[config.mk]
export PLATFORM = sky130hd
export DESIGN_NAME = vehicle_sensor_conditioner
export DESIGN_NICKNAME = d
export VERILOG_FILES = /design/src/rtl/traffic_pkg.sv /design/src/rtl/sync_debounce.sv /design/src/rtl/vehicle_sensor_conditioner.sv
export SDC_FILE = /design/constraint.sdc
export NUM_CORES = 1
export LEC_CHECK = 0
export ABC_AREA = 1
export BUFFER_PORTS_ARGS = -buffer_cell sky130_fd_sc_hd__buf_2
export CAP_MARGIN = 40
export CORE_AREA = 2 2 98 100
export DETAILED_ROUTE_END_ITERATION = 10
export DIE_AREA = 0 0 100 102
export GPL_TIMING_DRIVEN = 0
export PLACE_DENSITY_LB_ADDON = 0.05
export SLEW_MARGIN = 10
export SYNTH_ARGS = -nofsm -noshare
export SYNTH_HDL_FRONTEND = slang
export SYNTH_SLANG_ARGS = --single-unit
[constraint.sdc]
create_clock -name clk -period 3 [get_ports clk]
set_input_delay 0 -clock clk [delete_from_list [all_inputs] [get_ports clk]]
set_output_delay 0 -clock clk [all_outputs]
set_load 0.02 [all_outputs]
[src/rtl/traffic_pkg.sv]
// Constants shared by the traffic-light controller and its sensor front ends.
package traffic_pkg;

    localparam int unsigned CLK_HZ = 10_000_000;

    localparam logic [1:0] RYG_RED    = 2'd0;
    localparam logic [1:0] RYG_YELLOW = 2'd1;
    localparam logic [1:0] RYG_GREEN  = 2'd2;

    localparam logic [2:0] VSC_IDLE     = 3'd0;
    localparam logic [2:0] VSC_QUALIFY  = 3'd1;
    localparam logic [2:0] VSC_WAITING  = 3'd2;
    localparam logic [2:0] VSC_SERVICED = 3'd3;
    localparam logic [2:0] VSC_STUCK    = 3'd4;

    typedef enum logic [2:0] {
        ST_IDLE     = VSC_IDLE,
        ST_QUALIFY  = VSC_QUALIFY,
        ST_WAITING  = VSC_WAITING,
        ST_SERVICED = VSC_SERVICED,
        ST_STUCK    = VSC_STUCK
    } vsc_state_e;

endpackage

[src/rtl/sync_debounce.sv]
// Metastability synchroniser followed by a stable-level debouncer; dout only
// follows din after DEBOUNCE_CYCLES consecutive disagreeing samples.
module sync_debounce #(
    parameter int unsigned SYNC_STAGES     = 2,
    parameter int unsigned DEBOUNCE_CYCLES = 100000
) (
    input  logic clk,
    input  logic reset_n,
    input  logic din,
    output logic dout
);

    localparam int unsigned     CW       = $clog2(DEBOUNCE_CYCLES + 1);
    localparam logic [CW-1:0]   CNT_LAST = CW'(DEBOUNCE_CYCLES - 1);

    logic [SYNC_STAGES-1:0] sync_q;
    logic [CW-1:0]          cnt;
    logic                   synced;

    assign synced = sync_q[SYNC_STAGES-1];

    always_ff @(posedge clk or negedge reset_n) begin
        if (!reset_n) begin
            sync_q <= '0;
            cnt    <= '0;
            dout   <= 1'b0;
        end else begin
            sync_q <= {sync_q[SYNC_STAGES-2:0], din};
            if (synced == dout) begin
                cnt <= '0;
            end else if (cnt == CNT_LAST) begin
                dout <= synced;
                cnt  <= '0;
            end else begin
                cnt <= cnt + CW'(1);
            end
        end
    end

endmodule

[src/rtl/vehicle_sensor_conditioner.sv]
// Secondary-road loop sensor front end: debounce, presence qualification,
// latched service request and stuck-sensor fail-safe for trafficLight.
module vehicle_sensor_conditioner
    import traffic_pkg::*;
#(
    parameter int unsigned SYNC_STAGES     = 2,
    parameter int unsigned DEBOUNCE_CYCLES = 100000,
    parameter int unsigned PRESENCE_CYCLES = 20000000,
    parameter int unsigned STUCK_CYCLES    = 32'd3000000000
) (
    input  logic       clk,
    input  logic       reset_n,
    input  logic       sensor_raw,
    input  logic       service_ack,
    output logic       vehicle_waiting,
    output logic       sensor_clean,
    output logic       sensor_fault,
    output logic [2:0] state_dbg
);

    localparam int unsigned   PW         = $clog2(PRESENCE_CYCLES + 1);
    localparam int unsigned   SW         = $clog2(STUCK_CYCLES + 1);
    localparam logic [PW-1:0] PRES_LAST  = PW'(PRESENCE_CYCLES - 1);
    localparam logic [SW-1:0] STUCK_LAST = SW'(STUCK_CYCLES - 1);

    vsc_state_e    state;
    logic [PW-1:0] pres_cnt;
    logic [SW-1:0] stuck_cnt;
    logic          pres_hit;
    logic          stuck_hit;

    assign pres_hit  = (pres_cnt == PRES_LAST);
    assign stuck_hit = sensor_clean && (stuck_cnt == STUCK_LAST);
    assign state_dbg = state;

    sync_debounce #(
        .SYNC_STAGES     (SYNC_STAGES),
        .DEBOUNCE_CYCLES (DEBOUNCE_CYCLES)
    ) u_sync_debounce (
        .clk     (clk),
        .reset_n (reset_n),
        .din     (sensor_raw),
        .dout    (sensor_clean)
    );

    // Saturates so a permanently occupied loop keeps asserting the fault.
    always_ff @(posedge clk or negedge reset_n) begin
        if (!reset_n)
            stuck_cnt <= '0;
        else if (!sensor_clean)
            stuck_cnt <= '0;
        else if (stuck_cnt != STUCK_LAST)
            stuck_cnt <= stuck_cnt + SW'(1);
    end

    always_ff @(posedge clk or negedge reset_n) begin
        if (!reset_n) begin
            state           <= ST_IDLE;
            pres_cnt        <= '0;
            vehicle_waiting <= 1'b0;
            sensor_fault    <= 1'b0;
        end else begin
            vehicle_waiting <= (state == ST_WAITING) || (state == ST_STUCK);
            sensor_fault    <= (state == ST_STUCK);
            if (state == ST_QUALIFY && !pres_hit)
                pres_cnt <= pres_cnt + PW'(1);

            if (stuck_hit && state != ST_STUCK) begin
                state <= ST_STUCK;
            end else begin
                case (state)
                    ST_IDLE: begin
                        if (sensor_clean) begin
                            state    <= ST_QUALIFY;
                            pres_cnt <= '0;
                        end
                    end
                    // A qualified vehicle wins over a same-cycle sensor drop.
                    ST_QUALIFY: begin
                        if (pres_hit)
                            state <= service_ack ? ST_SERVICED : ST_WAITING;
                        else if (!sensor_clean)
                            state <= ST_IDLE;
                    end
                    ST_WAITING: begin
                        if (service_ack)
                            state <= ST_SERVICED;
                    end
                    ST_SERVICED: begin
                        if (!service_ack) begin
                            if (sensor_clean) begin
                                state    <= ST_QUALIFY;
                                pres_cnt <= '0;
                            end else begin
                                state <= ST_IDLE;
                            end
                        end
                    end
                    ST_STUCK: begin
                        if (!sensor_clean)
                            state <= ST_IDLE;
                    end
                    default: state <= ST_IDLE;
                endcase
            end
        end
    end

endmodule

# --- After elaboration in Yosys (flattened, before gate mapping) ---
# Cells that the tools add are included.
totals:
  inputBits: 4
  out_inout_bits: 6
  ff_bits: 82
  word_cells: 52
op_classes:
  reduce_logical: 8
  addsub: 3
  eq_ne: 14
  bitwise_logic: 1
  mux: 18
op_table:
  columns: ["cell", "count"]
  rows:
  - ["25-bit 2-to-1 mux", 4]
  - ["32-bit 2-to-1 mux", 2]
  - ["25-bit one-hot mux with 2 select lines", 1]
  - ["17-bit 2-to-1 mux", 2]
  - ["32-bit by 1-bit adder with 32-bit output, second input constant", 1]
  - ["32-bit equality test, second input constant", 1]
  - ["32-bit inequality test, second input constant", 1]
  - ["25-bit by 1-bit adder with 25-bit output, second input constant", 1]
  - ["25-bit equality test, second input constant", 1]
  - ["3-bit 2-to-1 mux", 6]
  - ["17-bit by 1-bit adder with 17-bit output, second input constant", 1]
  - ["17-bit equality test, second input constant", 1]
  - ["3-bit one-hot mux with 5 select lines", 1]
  - ["3-bit by 2-bit equality test with 1-bit output, second input constant", 2]
  - ["3-bit by 2-bit inequality test with 1-bit output, second input constant", 2]
  - ["3-bit inequality test, second input constant", 2]
  - ["3-bit by 1-bit equality test with 1-bit output, second input constant", 1]
  - ["3-bit equality test, second input constant", 1]
  - ["1-bit logical AND", 3]
  - ["3-bit zero test", 1]
  - ["3-bit AND reduction", 1]
  - ["1-bit 2-to-1 mux", 2]
  - ["2-bit inequality test, second input constant", 1]
  - ["2-bit AND reduction", 1]
  - ["other kinds (4)", 4]

# --- Depth between registers and ports, before layout ---
logic_depth:
  word_depth: 8
  depth_mapped: 13
  mapped_depth_nobuf: 12

# --- Cells and area by module ---
# A second synthesis with hierarchy kept.
unflattened:
  hier_cells: 711
  hier_area_um2: 5121.2
by_module_without_submodules:
  columns: ["mod", "instances", "seq_area_each_um2", "area_each_um2", "cells_per_inst"]
  rows:
  - ["vehicle_sensor_conditioner", 1, 1551.5, 4021.4, 570]
  - ["sync_debounce", 1, 500.5, 1099.8, 141]

# --- Least setup slack after synthesis ---
# OpenSTA, ideal clock, no wires.
synth_timing:
  kind: "register to register"
  from: "reg pres_cnt[0]"
  to: "reg pres_cnt[5]"
  stages_incl_launch_ff: 14
  synth_period_minus_slack_ps: 1659
  setup_slack_ps: 1341
  required_ps: 2883
  n_path_buf: 1
  arrival_time_ps: 1543
  setup_ps: 117
  path_cell_list: "dfrtp_1 -> ha_1 -> inv_2 -> nor2_2 -> nand2_2 -> nor2_4 -> nand2_4 -> nand2_8 -> inv_4 -> buf_6 -> nand2_2 -> nand2_1 -> nand2_1 -> nor2_1"
synth_between:
  elab_chain_len: 8
  elab_cells_between_ends: 9
  cone_classes: "1 x add/sub; 1 x eq/ne; 5 x mux; 2 x reduce/logical"
synth_rtl:
  columns: ["element", "line_no", "text"]
  rows:
  - ["start, declared", "vehicle_sensor_conditioner.sv:27", "logic [PW-1:0] pres_cnt;"]
  - ["start signal, assigned", "vehicle_sensor_conditioner.sv:66", "pres_cnt <= pres_cnt + PW'(1);"]
  - ["branches (longest 3 deep; another with 25-bit by 1-bit adder with 25-bit output)", null, null]
  - ["25-bit 2-to-1 mux (*)", "vehicle_sensor_conditioner.sv:65", "if (state == ST_QUALIFY && !pres_hit)"]
  - ["25-bit 2-to-1 mux", "vehicle_sensor_conditioner.sv:73, vehicle_sensor_conditioner.sv:91", null]
  - ["25-bit 2-to-1 mux", "vehicle_sensor_conditioner.sv:90", "if (!service_ack) begin"]
  - ["25-bit one-hot mux with 2 select lines", "vehicle_sensor_conditioner.sv:71", "case (state)"]
  - ["25-bit 2-to-1 mux (*)", "vehicle_sensor_conditioner.sv:68", "if (stuck_hit && state != ST_STUCK) begin"]
# Mark *: on every way between the ends.
# A chain may end at the register's enable or synchronous reset.

# --- Worst setup path after layout ---
layout_timing:
  from: "reg stuck_cnt[1]"
  to: "reg pres_cnt[16]"
layout_between:
  elab_chain_len: 4
layout_rtl:
  columns: ["element", "line_no", "text"]
  rows:
  - ["start, declared", "vehicle_sensor_conditioner.sv:28", "logic [SW-1:0] stuck_cnt;"]
  - ["start signal, assigned", "vehicle_sensor_conditioner.sv:53", "stuck_cnt <= stuck_cnt + SW'(1);"]
  - ["32-bit equality test", "vehicle_sensor_conditioner.sv:33", "assign stuck_hit = sensor_clean && (stuck_cnt == STUCK_LAST);"]
  - ["1-bit logical AND", "vehicle_sensor_conditioner.sv:33", null]
  - ["1-bit logical AND", "vehicle_sensor_conditioner.sv:68", null]
  - ["25-bit 2-to-1 mux", "vehicle_sensor_conditioner.sv:68", null]
# No other way between the ends.

==> run_results.csv <==
group,metric,value,unit
logic_synthesis,ys_types,42,
floorplan,rows,35,
hold_path,min_path_cells,4,
floorplan,die_area,10200,um^2
logic_synthesis,synthCells,684,
routing,drtPass1Iterations,5,
logic_synthesis,synth-seq-area-share,41.4,%
worst_setup_path,cp-end-kind,"register",
place,dp.cells,805,
global_routing,grt_max_degree,66,
power,p_leak,2.33,nW
sta,setup_tns,0,ns
clock_tree,cts_resized,0,
layout,fillers,882,
logic_synthesis,yosysWarnings,0,
power,p_per_area,493,nW/um^2
clock_tree,clk_latency,0.35,ns
sta,period_needed,2.00,ns
layout,fin_nets,714,
clock_tree,clk_pin_slew,0.08,ns
routing,avgViaCountPerCell,5.28,
global_routing,antenna_found_initial,0,
logic_synthesis,synth.net_count,691,
layout,n_antenna_cell,0,
sta,final-setup-viol-count,0,
logic_synthesis,synth_top_family_by_area,"simple AND/OR/NAND/NOR gates",
floorplan,io_pins,10,
global_routing,grt_overflow,0,
floorplan,die_h,102,um
logic_synthesis,synthSimpleGateAreaFrac,38.9,%
worst_setup_path,crit_fanout,10,
worst_setup_path,cp.required,3.28,ns
logic_synthesis,syn_area_per_cell,7.25,um^2
sta,drv_slew,0,
layout,layoutNonFillerInstCount,823,
layout,multi_input_area,2530,um^2
global_routing,grt_use_total,24.7,%
worst_setup_path,rr_endpoint,"pres_cnt[16]",
global_routing,grt_pass1_wl,20200,um
routing,wire_per_inst,13.8,um
clock_tree,htreeDepth,3,
place,io_buffers,9,
sta,relSlewSlack,63.7,%
place,gp_congestion,0.912,
place,place_hpwl,8470,um
logic_synthesis,syn-cell-area,4960,um^2
routing,wl,11300,um
power,power,2.67,mW
layout,drive_above_1_share,8.57,%
hold_path,min_from,"service_ack",
logic_synthesis,yosys-mux-area-fraction,0,%
routing,vias,4342,
worst_setup_path,start_kind,"register",
routing,antenna_left,0,
power,ir_worst_vdd,230,uV
routing,drc,0,
hold_path,holdPathEnd,"state_dbg[1]",
layout,seqCellArea,2050,um^2
floorplan,die_w,100,um
clock_tree,cts_tree,"done",
worst_setup_path,worstSetupPathType,"register to register",
hold_path,hp-class,"primary input to register",
clock_tree,cts_root_buffer,"clkbuf_8",
global_routing,grt_pass1_vias,4315,
floorplan,initial_core_util,54.4,%
layout,fin_util,59.3,%
clock_tree,clock-sinks,82,
sta,final_hold_viol_count,0,
logic_synthesis,synth_xor_area_share,5.48,%
worst_setup_path,r2r_setup_slack,1.0,ns
logic_synthesis,synth-adder-area-share,0.757,%
sta,rsz0062_at_grt,"false",
worst_setup_path,rr_worst_depth,10,
sta,tightest_slew,0.545,ns
worst_setup_path,startpoint,"stuck_cnt[1]",
logic_synthesis,synth_compound_area_share,5.96,%
sta,fmax,499,MHz
routing,initialDrtViolationCount,240,
status,outcome,"finished clean",
clock_tree,cts_made_buffers,9,
clock_tree,cts_buffer_depth,2,
logic_synthesis,ys_ff_latch,82,
worst_setup_path,rr_startpoint,"stuck_cnt[1]",
worst_setup_path,cp_data_arrival_time,2.28,ns
floorplan,core,9110,um^2
job,maxCapViolCount,0,
sta,post-route-period-util,66.8,%
sta,hold_slack,0.0537,ns
sta,clock_skew,0.0123,ns
layout,area_delta_synth_final,8.98,%
==> power breakdown <==
part	leakage (nW)	internal, mW	total [mW]	switching, mW
logic	1.19	0.182	0.526	0.344
registers	1.04	1.18	1.26	0.0860
clock network	0.101	0.472	0.879	0.407
==> cell usage after synthesis (all sizes together) <==
cell / instances / share of area (%)
a211oi: 1 / 0.15
a21boi: 1 / 0.15
a21oi: 22 / 2.3
a22oi: 1 / 0.15
a31oi: 1 / 0.13
and2: 3 / 0.43
buf: 7 / 1.1
clkbuf: 3 / 0.23
dfrtp: 82 / 41
ha: 3 / 0.76
inv: 81 / 6.2
nand2: 164 / 13
nand3: 40 / 4.1
nand3b: 1 / 0.40
nand4: 21 / 2.8
nor2: 147 / 12
nor3: 36 / 4.5
nor3b: 5 / 0.76
nor4: 6 / 0.76
o21a: 1 / 0.15
o21ai: 23 / 2.3
o21bai: 2 / 0.30
o31ai: 2 / 0.30
xnor2: 9 / 1.6
xor2: 22 / 3.9
==> registers in the layout, indices dropped and copies added, names as in the netlist <==
signal / flops
u_sync_debounce.cnt: 17
state_dbg: 3
u_sync_debounce.sync_q: 2
stuck_cnt: 32
vehicle_waiting: 1
u_sync_debounce.dout: 1
sensor_fault: 1
pres_cnt: 25
==> through the flow <==
step / setup WS (ns) / area (um^2)
floorplan: 1.34 / 4960
global placement: 1.07 / 5140
detailed placement: 1.04 / 5170
CTS: 0.987 / 5400
global route: 0.855 / 5400
finish: 0.995 / 5400
==> routing by layer <==
metal	vias up	part of all wire [%]	global-route usage, %
met1	2010	49	34.1
met4	0	1.2	6.64
met5	-	0	0
li1	2237	-	-
met2	81	46	41.0
met3	14	3.8	3.76
==> worst max-delay path: stages, from the launching register on <==
cell	delay (ns)
dfrtp_1	0.39
ha_1	0.25
nand2_1	0.12
nor2_4	0.16
nand2_2	0.13
nor2_4	0.16
nand4_2	0.14
nand2_2	0.19
inv_2	0.06
buf_2	0.20
nor2_1	0.13
==> how the worst max path moves through the flow <==
stage | end
floorplan | pres_cnt[5]
global placement | pres_cnt[20]
detailed placement | pres_cnt[11]
CTS | pres_cnt[11]
global route | pres_cnt[16]
finish | pres_cnt[16]
==> logic make-up (layout without fill, tap and decap cells) <==
| logic type | count (synthesis) | count (layout) |
|---|---|---|
| xor+xnor | 31 | 31 |
| simple gates | 423 | 423 |
| compound gates | 54 | 54 |
| flops | 82 | 82 |
| buf+inv | 91 | 119 |
| fa+ha+maj | 3 | 3 |
==> layout by cell type (no fill, tap or decap), drive strengths merged, types with 3 or more instances in the layout <==
| master | synthesis | routed |
|---|---|---|
| nor3 | 36 | 36 |
| nand2 | 164 | 164 |
| nor3b | 5 | 5 |
| o21ai | 23 | 23 |
| nand3 | 40 | 40 |
| and2 | 3 | 3 |
| dfrtp | 82 | 82 |
| clkbuf | 3 | 15 |
| buf | 7 | 17 |
| ha | 3 | 3 |
| nand4 | 21 | 21 |
| nor4 | 6 | 6 |
| xor2 | 22 | 22 |
| inv | 81 | 81 |
| xnor2 | 9 | 9 |
| a21oi | 22 | 22 |
| nor2 | 147 | 147 |
==> area by class of cell <==
| type | count | area share (%) |
|---|---|---|
| clock inverter | 4 | 1.41 |
| inverter | 81 | 5.67 |
| buffer | 10 | 1.23 |
| timing repair buffer | 12 | 1.76 |
| multi-input combinational | 511 | 46.9 |
| tap | 111 | 2.57 |
| sequential | 82 | 38.0 |
| clock buffer | 12 | 2.50 |
==> timing repair <==
item / 4_1_cts / 5_1_grt
endpoints found under the hold margin: 83 / 0
endpoints found under the setup margin: 0 / 0
hold buffers: 2 / 0
buffers inserted: 0 / 0
Power figures use the tool's default switching activity.
